[config.mk]
export PLATFORM = sky130hd
export DESIGN_NAME = pe_alu_switch_flat
export DESIGN_NICKNAME = d
export VERILOG_FILES = /design/src/rtl/pe_pkg.sv /design/src/rtl/pe_alu_switch_if.sv /design/src/rtl/pe_alu.sv /design/src/rtl/pe_alu_switch.sv /design/src/flat_wrapper.sv
export SDC_FILE = /design/constraint.sdc
export NUM_CORES = 2
export LEC_CHECK = 0
export BUFFER_PORTS_ARGS = -buffer_cell sky130_fd_sc_hd__buf_2
export CORE_MARGIN = 8
export CORE_UTILIZATION = 60
export DETAILED_ROUTE_END_ITERATION = 12
export PLACE_DENSITY_LB_ADDON = 0.08
export SYNTH_ARGS = -nofsm -noshare
export SYNTH_HDL_FRONTEND = slang
export SYNTH_SLANG_ARGS = --single-unit
[constraint.sdc]
create_clock -name clk -period 12.4 [get_ports clk]
set_input_delay 1.24 -clock clk [delete_from_list [all_inputs] [get_ports clk]]
set_output_delay 1.24 -clock clk [all_outputs]
set_load 0.1 [all_outputs]
[src/rtl/pe_pkg.sv]
// Shared definitions for the CGRA processing element: ALU opcodes, crossbar
// source encodings and the bit layout of the serial configuration word.
package pe_pkg;

  localparam int CFG_W        = 13;
  localparam int ALU_OP_MSB   = 12;
  localparam int ALU_OP_LSB   = 9;
  localparam int OUT_SEL_BIT  = 8;
  localparam int SEL_W        = 2;
  localparam int NUM_XBAR     = 4;

  typedef enum logic [3:0] {
    OP_ADD  = 4'd0,
    OP_SUB  = 4'd1,
    OP_MUL  = 4'd2,
    OP_AND  = 4'd3,
    OP_OR   = 4'd4,
    OP_XOR  = 4'd5,
    OP_SLL  = 4'd6,
    OP_SRL  = 4'd7,
    OP_SRA  = 4'd8,
    OP_SLT  = 4'd9,
    OP_EQ   = 4'd10,
    OP_PASA = 4'd11,
    OP_PASB = 4'd12,
    OP_NOT  = 4'd13,
    OP_MIN  = 4'd14,
    OP_MAX  = 4'd15
  } alu_op_e;

  typedef enum logic [1:0] {
    SRC_IN0 = 2'd0,
    SRC_IN1 = 2'd1,
    SRC_ALU = 2'd2,
    SRC_MEM = 2'd3
  } src_e;

  // Crossbar output k takes its select from cfg[2k+1:2k].
  function automatic int sel_lsb(input int k);
    return k * SEL_W;
  endfunction

endpackage

[src/rtl/pe_alu_switch_if.sv]
// Data and scan-chain signals of one PE; the PE itself connects through the
// slave modport, the surrounding wrapper (or bench) through master.
interface pe_alu_switch_if #(
  parameter int size = 32
);

  logic            config_en;
  logic            config_in;
  logic            config_out;
  logic [size-1:0] in0;
  logic [size-1:0] in1;
  logic [size-1:0] mem_in;
  logic [size-1:0] mem_a;
  logic [size-1:0] mem_b;
  logic [size-1:0] alu_out;
  logic [size-1:0] out0;

  modport slave (
    input  config_en, config_in, in0, in1, mem_in,
    output config_out, mem_a, mem_b, alu_out, out0
  );

  modport master (
    output config_en, config_in, in0, in1, mem_in,
    input  config_out, mem_a, mem_b, alu_out, out0
  );

endinterface

[src/rtl/pe_alu.sv]
// Purely combinational ALU of the PE; the result is registered by the caller.
module pe_alu
  import pe_pkg::*;
#(
  parameter int size = 32
) (
  input  alu_op_e         alu_op,
  input  logic [size-1:0] a,
  input  logic [size-1:0] b,
  output logic [size-1:0] result
);

  localparam int SHAMT_W = $clog2(size);

  logic [SHAMT_W-1:0] shamt;
  logic               a_lt_b;

  assign shamt  = b[SHAMT_W-1:0];
  assign a_lt_b = $signed(a) < $signed(b);

  // Comparison results are zero-extended single bits; all others truncate.
  always_comb begin
    result = '0;
    case (alu_op)
      OP_ADD:  result = a + b;
      OP_SUB:  result = a - b;
      OP_MUL:  result = a * b;
      OP_AND:  result = a & b;
      OP_OR:   result = a | b;
      OP_XOR:  result = a ^ b;
      OP_SLL:  result = a << shamt;
      OP_SRL:  result = a >> shamt;
      OP_SRA:  result = $unsigned($signed(a) >>> shamt);
      OP_SLT:  result = {{(size-1){1'b0}}, a_lt_b};
      OP_EQ:   result = {{(size-1){1'b0}}, (a == b)};
      OP_PASA: result = a;
      OP_PASB: result = b;
      OP_NOT:  result = ~a;
      OP_MIN:  result = a_lt_b ? a : b;
      OP_MAX:  result = a_lt_b ? b : a;
      default: result = '0;
    endcase
  end

endmodule

[src/rtl/pe_alu_switch.sv]
// CGRA PE datapath: scan-loaded config, 4x4 input crossbar, registered ALU
// and a 2:1 output switch between the ALU and the external memory result.
module pe_alu_switch
  import pe_pkg::*;
#(
  parameter int size = 32
) (
  input  logic            clk,
  input  logic            reset,
  pe_alu_switch_if.slave  bus
);

  logic [CFG_W-1:0] cfg;
  alu_op_e          alu_op;
  logic             out_sel;
  src_e             sel    [NUM_XBAR];
  logic [size-1:0]  src    [NUM_XBAR];
  logic [size-1:0]  xbar   [NUM_XBAR];
  logic [size-1:0]  alu_next;
  logic [size-1:0]  alu_q;

  // Scan chain shifts MSB-first so the first bit in ends up at cfg[12].
  always_ff @(posedge clk) begin
    if (reset) begin
      cfg <= '0;
    end else if (bus.config_en) begin
      cfg <= {cfg[CFG_W-2:0], bus.config_in};
    end
  end

  assign bus.config_out = cfg[CFG_W-1];
  assign alu_op         = alu_op_e'(cfg[ALU_OP_MSB:ALU_OP_LSB]);
  assign out_sel        = cfg[OUT_SEL_BIT];

  assign src[SRC_IN0] = bus.in0;
  assign src[SRC_IN1] = bus.in1;
  assign src[SRC_ALU] = alu_q;
  assign src[SRC_MEM] = bus.mem_in;

  for (genvar k = 0; k < NUM_XBAR; k++) begin : g_xbar
    assign sel[k]  = src_e'(cfg[sel_lsb(k) +: SEL_W]);
    assign xbar[k] = src[sel[k]];
  end

  pe_alu #(
    .size (size)
  ) u_alu (
    .alu_op (alu_op),
    .a      (xbar[0]),
    .b      (xbar[1]),
    .result (alu_next)
  );

  // The ALU register is what breaks the alu_out -> crossbar -> ALU loop.
  always_ff @(posedge clk) begin
    if (reset) begin
      alu_q <= '0;
    end else begin
      alu_q <= alu_next;
    end
  end

  assign bus.alu_out = alu_q;
  assign bus.mem_a   = xbar[2];
  assign bus.mem_b   = xbar[3];
  assign bus.out0    = out_sel ? bus.mem_in : alu_q;

endmodule

[src/flat_wrapper.sv]
// flat-port wrapper written by rule: the top's interface ports become plain ports
module pe_alu_switch_flat import pe_pkg::*;
#(
  parameter int size = 32
)
  (clk, reset, bus_config_en, bus_config_in, bus_in0, bus_in1, bus_mem_in, bus_config_out, bus_mem_a, bus_mem_b, bus_alu_out, bus_out0);
  pe_alu_switch_if #(.size(size)) bus_i ();
  input  logic clk;
  input  logic reset;
  input wire logic [$bits(bus_i.config_en)-1:0] bus_config_en;
  input wire logic [$bits(bus_i.config_in)-1:0] bus_config_in;
  input wire logic [$bits(bus_i.in0)-1:0] bus_in0;
  input wire logic [$bits(bus_i.in1)-1:0] bus_in1;
  input wire logic [$bits(bus_i.mem_in)-1:0] bus_mem_in;
  output wire logic [$bits(bus_i.config_out)-1:0] bus_config_out;
  output wire logic [$bits(bus_i.mem_a)-1:0] bus_mem_a;
  output wire logic [$bits(bus_i.mem_b)-1:0] bus_mem_b;
  output wire logic [$bits(bus_i.alu_out)-1:0] bus_alu_out;
  output wire logic [$bits(bus_i.out0)-1:0] bus_out0;
  assign bus_i.config_en = bus_config_en;
  assign bus_i.config_in = bus_config_in;
  assign bus_i.in0 = bus_in0;
  assign bus_i.in1 = bus_in1;
  assign bus_i.mem_in = bus_mem_in;
  assign bus_config_out = bus_i.config_out;
  assign bus_mem_a = bus_i.mem_a;
  assign bus_mem_b = bus_i.mem_b;
  assign bus_alu_out = bus_i.alu_out;
  assign bus_out0 = bus_i.out0;
  pe_alu_switch #(.size(size)) u_core (.clk(clk), .reset(reset), .bus(bus_i));
endmodule
After elaboration in Yosys (flattened, before gate mapping)
Cells that the tools add are included.
W data, S select, Z words.

storage, ports and cells
  flip-flop bits (word level) = 45
  bits of input ports = 100
  output and inout bits = 129
  logic and storage cells = 54

operators by class
  $add $sub $neg = 2
  multiply operators = 1
  $lt $le $gt $ge = 5
  equal/unequal tests = 16
  shifts and indexed selects = 3
  multiplexer cells = 16
  bitwise gates (word level) = 8
  reduce and logical (&&, ||, !) cells = 1

operator list
  operator              number
  $pmux W32 S16         1
  $mux W32              11
  $bmux W32 S2          4
  $add A32 B32 Y32      1
  $and A32 B32 Y32      1
  $eq A32 B32 Y1        1
  $eq A4 B4 Y1 const B  8
  $lt A32 B32 Y1        1
  $mul A32 B32 Y32      1
  $not A32 Y32          1
  $or A32 B32 Y32       1
  $shl A32 B5 Y32       1
  $shr A32 B5 Y32       1
  $sshr A32 B5 Y32      1
  $sub A32 B32 Y32      1
  $xor A32 B32 Y32      1
  $eq A4 B3 Y1 const B  4
  $ge A3 B3 Y1 const B  4
  $not A2 Y3            4
  $eq A4 B2 Y1 const B  2
  $eq A4 B1 Y1 const B  1
  $logic_not A4 Y1      1

Logic depth before layout (Yosys ltp)
  depth in word-level cells = 7
  depth in mapped cells = 36
  mapped depth without buffers = 30

By module
A second synthesis with hierarchy kept.

second synthesis, totals
  cell total of the unflattened synthesis = 3614
  area total of the unflattened synthesis = 30626.9 um^2

by module, submodules not included
  module         times used  cells each  area each (um^2)
  pe_alu         1           3244        25154.1
  pe_alu_switch  1           370         5472.7

Worst setup path after synthesis
Ideal clock, no wire load.

  kind = input to register
  start = input bus_in0[2]
  end = register u_core.alu_q[30], in the netlist u_core.bus.alu_out[30]
  setup time = 140 ps
  arrival = 8915 ps
  data required time = 12260 ps
  slack = 3345 ps
  stages on the path = 28
  path buffers = 4
  cell sequence = mux2_2 > o21ai_4 > buf_2 > buf_2 > buf_2 > buf_1 > nor2_1 > fa_1 > inv_1 > fa_1 > fa_1 > fa_1 > inv_1 > fa_1 > fa_1 > fa_1 > fa_1 > ha_1 > a21o_1 > a21o_1 > a21o_1 > a21oi_1 > nor3b_1 > a21oi_1 > nor3_1 > nor3_1 > a2111oi_0 > a311oi_1

on the way
  longest elaborated chain between the ends = 6
  elaborated cells between the ends (all ways) = 16

ends and longest elaborated chain
  what                                                                      RTL line             source
  from (decl)                                                               flat_wrapper.sv:12   input wire logic [$bits(bus_i.in0)-1:0] bus_in0;
  parallel branches: the longest is 5 deep, another holds $mul A32 B32 Y32  n/a
  $pmux W32 S16 *                                                           pe_alu.sv:24         case (alu_op)
  to (signal assigned)                                                      pe_alu_switch.sv:59  alu_q <= alu_next;
  to (decl)                                                                 pe_alu_switch.sv:20  logic [size-1:0] alu_q;

Every way passes the cells marked *. The select of a mux whose other input is x is not followed.
A chain may end at the register's enable or synchronous reset.

Worst setup path after layout
  start = register u_core.cfg[1]
  end = register u_core.alu_q[31], in the netlist u_core.bus.alu_out[31]

on the way
  longest elaborated chain between the ends = 7
  elaborated cells between the ends (all ways) = 18

ends and longest elaborated chain
  what                                                                      RTL line             source
  from (decl)                                                               pe_alu_switch.sv:13  logic [CFG_W-1:0] cfg;
  from (signal assigned)                                                    pe_alu_switch.sv:27  cfg <= {cfg[CFG_W-2:0], bus.config_in};
  $not A2 Y3 (not written as such) *                                        pe_alu_switch.sv:42  assign xbar[k] = src[sel[k]];
  $bmux W32 S2 *                                                            pe_alu_switch.sv:42
  $mux W32 (not written as such) * (2 in series)                            pe_alu_switch.sv:42
  parallel branches: the longest is 2 deep, another holds $mul A32 B32 Y32  n/a
  $pmux W32 S16 *                                                           pe_alu.sv:24

Marked as above.

==> key figures <==
CTS
  • Clk sink count: 45
  • Post-CTS resize count: 0
  • Clock latency on the worst-skew pair: 320 ps
  • H-tree Lvls: 2
  • CTS buffer count: 5
  • Longest Clk Path Bufs: 2
  • Clock transition at path regs: 80 ps
  • Number of buffers added for setup after CTS: 0
  • Hold-fix buffers, CTS: 0
  • Clock Tree Root: clkbuf_16
  • CTS tree: built

Global route
  • Global Route Usage Sum: 49.95%
  • Antenna violations before repair: 8
  • Number of global-route vias before repair: 31.77k
  • Grt total ovfl: 0
  • First-pass GRT wire length: 210.0 mm
  • Maximum number of pins on one net before global-route repair: 57

Min path
  • Tightest Hold Check Type: flip-flop to flip-flop
  • Min-Delay Path Depth: 2

Finish
  • Fin nets: 4,392
  • FF+latch area: 908.4 um^2
  • Fill count: 4,102
  • Layout cells sized above 1: 16.05%
  • Area delta synth->final: 6.035%
  • Area occupied by multi-input gates: 25,820 um^2

STA
  • Slew HR: 9.362%
  • Post-layout min period: 10,620 ps
  • Final setup vio count: 0
  • Setup TNS: 0 ps
  • Slew Limit Fails: 0
  • Final setup margin: 1777 ps
  • F_max: 94.14 MHz
  • Unrepaired setup endpoints after global routing: no
  • Final clock skew: 16.74 ps
  • Worst slew pin tran: 1351 ps
  • Final hold vios: 0
  • Post-route clock period utilization: 85.67%

Die
  • Core Area: 48,750 um^2
  • Die footprint: 56,600 um^2
  • FP Rows: 81
  • Io pins: 229
  • Die Y: 237.9 um
  • Starting Density: 60.61%
  • Die Width: 237.9 um

Setup path
  • R2R setup slack: 1780 ps
  • CP required: 12,640 ps
  • R2r worst-path depth: 27
  • Crit path to: u_core.bus.alu_out[31]
  • CP Launch Point: u_core.cfg[1]
  • Crit path max fanout: 33
  • Worst Path Arrival: 10,870 ps
  • CP startpoint kind: flip-flop
  • Reg2Reg Launch Point: u_core.cfg[1]
  • RR Endpoint: u_core.bus.alu_out[31]
  • Crit end category: flip-flop
  • Setup Crit Path Kind: flip-flop to flip-flop

Yosys
  • Mapped Cells: 3,599
  • Syn_area_per_cell: 8.209 um^2
  • Asr flop ratio synth: 0%
  • Register area share after synthesis: 3.049%
  • EDFF count, synth: 0
  • Post-synth top area cell: fa_1
  • Top cells by area, synth: fa_1 (28%), ha_1 (9.3%), mux4_2 (6.4%), nor2_1 (6.3%), inv_1 (5.7%)
  • Most used DFF post-synth: dfxtp_1
  • Yosys warnings: 0
  • Netlist cell types: 83
  • Synth Cell Area: 29,540 um^2
  • #FFs+latches synth: 45
  • Share of the synthesized area in the top cell type: 27.78%
  • Post-Syn Nets: 4,329

Route
  • Detailed Routing Iterations Pass 1: 7
  • Via Count: 31.63k
  • Final WL: 144.6 mm
  • # DRC: 0
  • Vias per inst: 7.297
  • Initial DRC Count: 5,588
  • Final antenna-violating net count: 0
  • Avg WL per Cell: 33.36 um

Flow run
  • Maxcap violations: 0

Place
  • DP HPWL: 108.8 mm
  • Post-Place Setup Slack: 2235 ps
  • Placer congestion estimate: 1.098
  • PortBufs: 228

Status
  • Outcome: complete, no violations
cell type report:
class | instances | area share [%]
diodes | 8 | 0.06390
well taps | 664 | 2.652
clock inverters | 2 | 0.1198
flip-flops and latches | 45 | 2.900
multi-input cells | 2819 | 82.43
inverters | 480 | 5.759
repair buffers | 311 | 5.631
clock buffers | 6 | 0.4433
registers in the layout, indices dropped and copies added (netlist names):
register and count:
u_core.bus.alu_out 32, u_core.cfg 13
stage by stage:
step | cell area (um^2) | std cells | util [%] | hold WS (ps)
after floorplan | 29540 | 3599 | - | 850.1
after global placement | 31130 | 4319 | 63.86 | 474.2
after detailed placement | 31130 | 4319 | 63.86 | 517.3
after CTS | 31310 | 4327 | 64.22 | 536.5
after global routing | 31310 | 4327 | 64.22 | 546.5
final | 31330 | 4335 | 64.26 | 528.2
layout by cell type, fill, tap and decap left out, types with 29 or more instances in the layout:
cell type | synthesis | routed
nor2_1 | 494 | 492
mux2i_1 | 157 | 157
buf_2 | 42 | 228
dfxtp_1 | 45 | 39
xnor2_1 | 91 | 91
buf_4 | 15 | 83
a22oi_1 | 29 | 29
a211oi_1 | 37 | 37
fa_1 | 410 | 410
mux4_2 | 84 | 84
inv_1 | 450 | 450
nand2_1 | 382 | 382
ha_1 | 220 | 220
o211ai_1 | 30 | 30
nor3_1 | 43 | 39
a21oi_1 | 144 | 144
a221oi_1 | 53 | 53
mux2_2 | 98 | 97
o21ai_0 | 109 | 108
worst max-delay path, stage by stage (launching register included):
cell and delay [ps]:
dfxtp_2 970, buf_4 500, mux2_1 400, o21ai_4 430, inv_2 390, ha_1 460
fa_1 550, inv_1 60, fa_1 390, inv_1 110, fa_1 420, fa_1 490
ha_1 300, ha_1 310, inv_1 70, fa_1 490, inv_1 70, fa_1 450
ha_1 230, or3_1 460, o2111ai_1 510, nand2_1 340, a211oi_1 1130, o31ai_1 310
a31oi_1 290, xnor2_1 150, nand2_1 70, a41oi_1 180
worst min-delay path by stage:
stage,from,end
finish,u_core.cfg[7],u_core.cfg[7]
global route,u_core.cfg[7],u_core.cfg[7]
CTS,u_core.cfg[7],u_core.cfg[7]
detailed placement,u_core.cfg[7],u_core.cfg[7]
global placement,u_core.cfg[7],u_core.cfg[7]
floorplan,u_core.cfg[11],u_core.bus.alu_out[26]
per-layer routing:
layer,vias up,part of all wire [%],GRT usage [%]
li1,12246,-,-
met1,15147,33,58.62
met4,4,9.4,36.60
met3,903,17,23.45
met5,-,0.018,1.730
met2,3334,40,70.80
logic make-up after synthesis:
| kind of cell | Yosys count | synth area share (%) |
|---|---|---|
| buffers and inverters | 735 | 9.859 |
| adders and majority gates | 630 | 37.10 |
| and+or+nand+nor | 1036 | 14.31 |
| DFF | 45 | 3.049 |
| AOI/OAI and AO/OA | 677 | 15.82 |
| xor gates and xnor gates | 121 | 3.680 |
| muxes | 355 | 16.18 |
cells in the mapped netlist, drive strengths merged, types with 22 or more instances:
cell type	number
a221oi	54
o211ai	31
nand2	382
xnor2	91
dfxtp	45
mux2i	159
a21o	25
clkbuf	152
nor2	495
fa	410
buf	103
nand3	24
inv	474
o21ai	155
a21oi	146
mux4	84
mux2	112
nand2b	22
ha	220
nor3	43
a211oi	37
xor2	28
a22oi	29
Power is not shown: default switching activity piles up to over one toggle a cycle in this logic, so the estimate is an artifact.
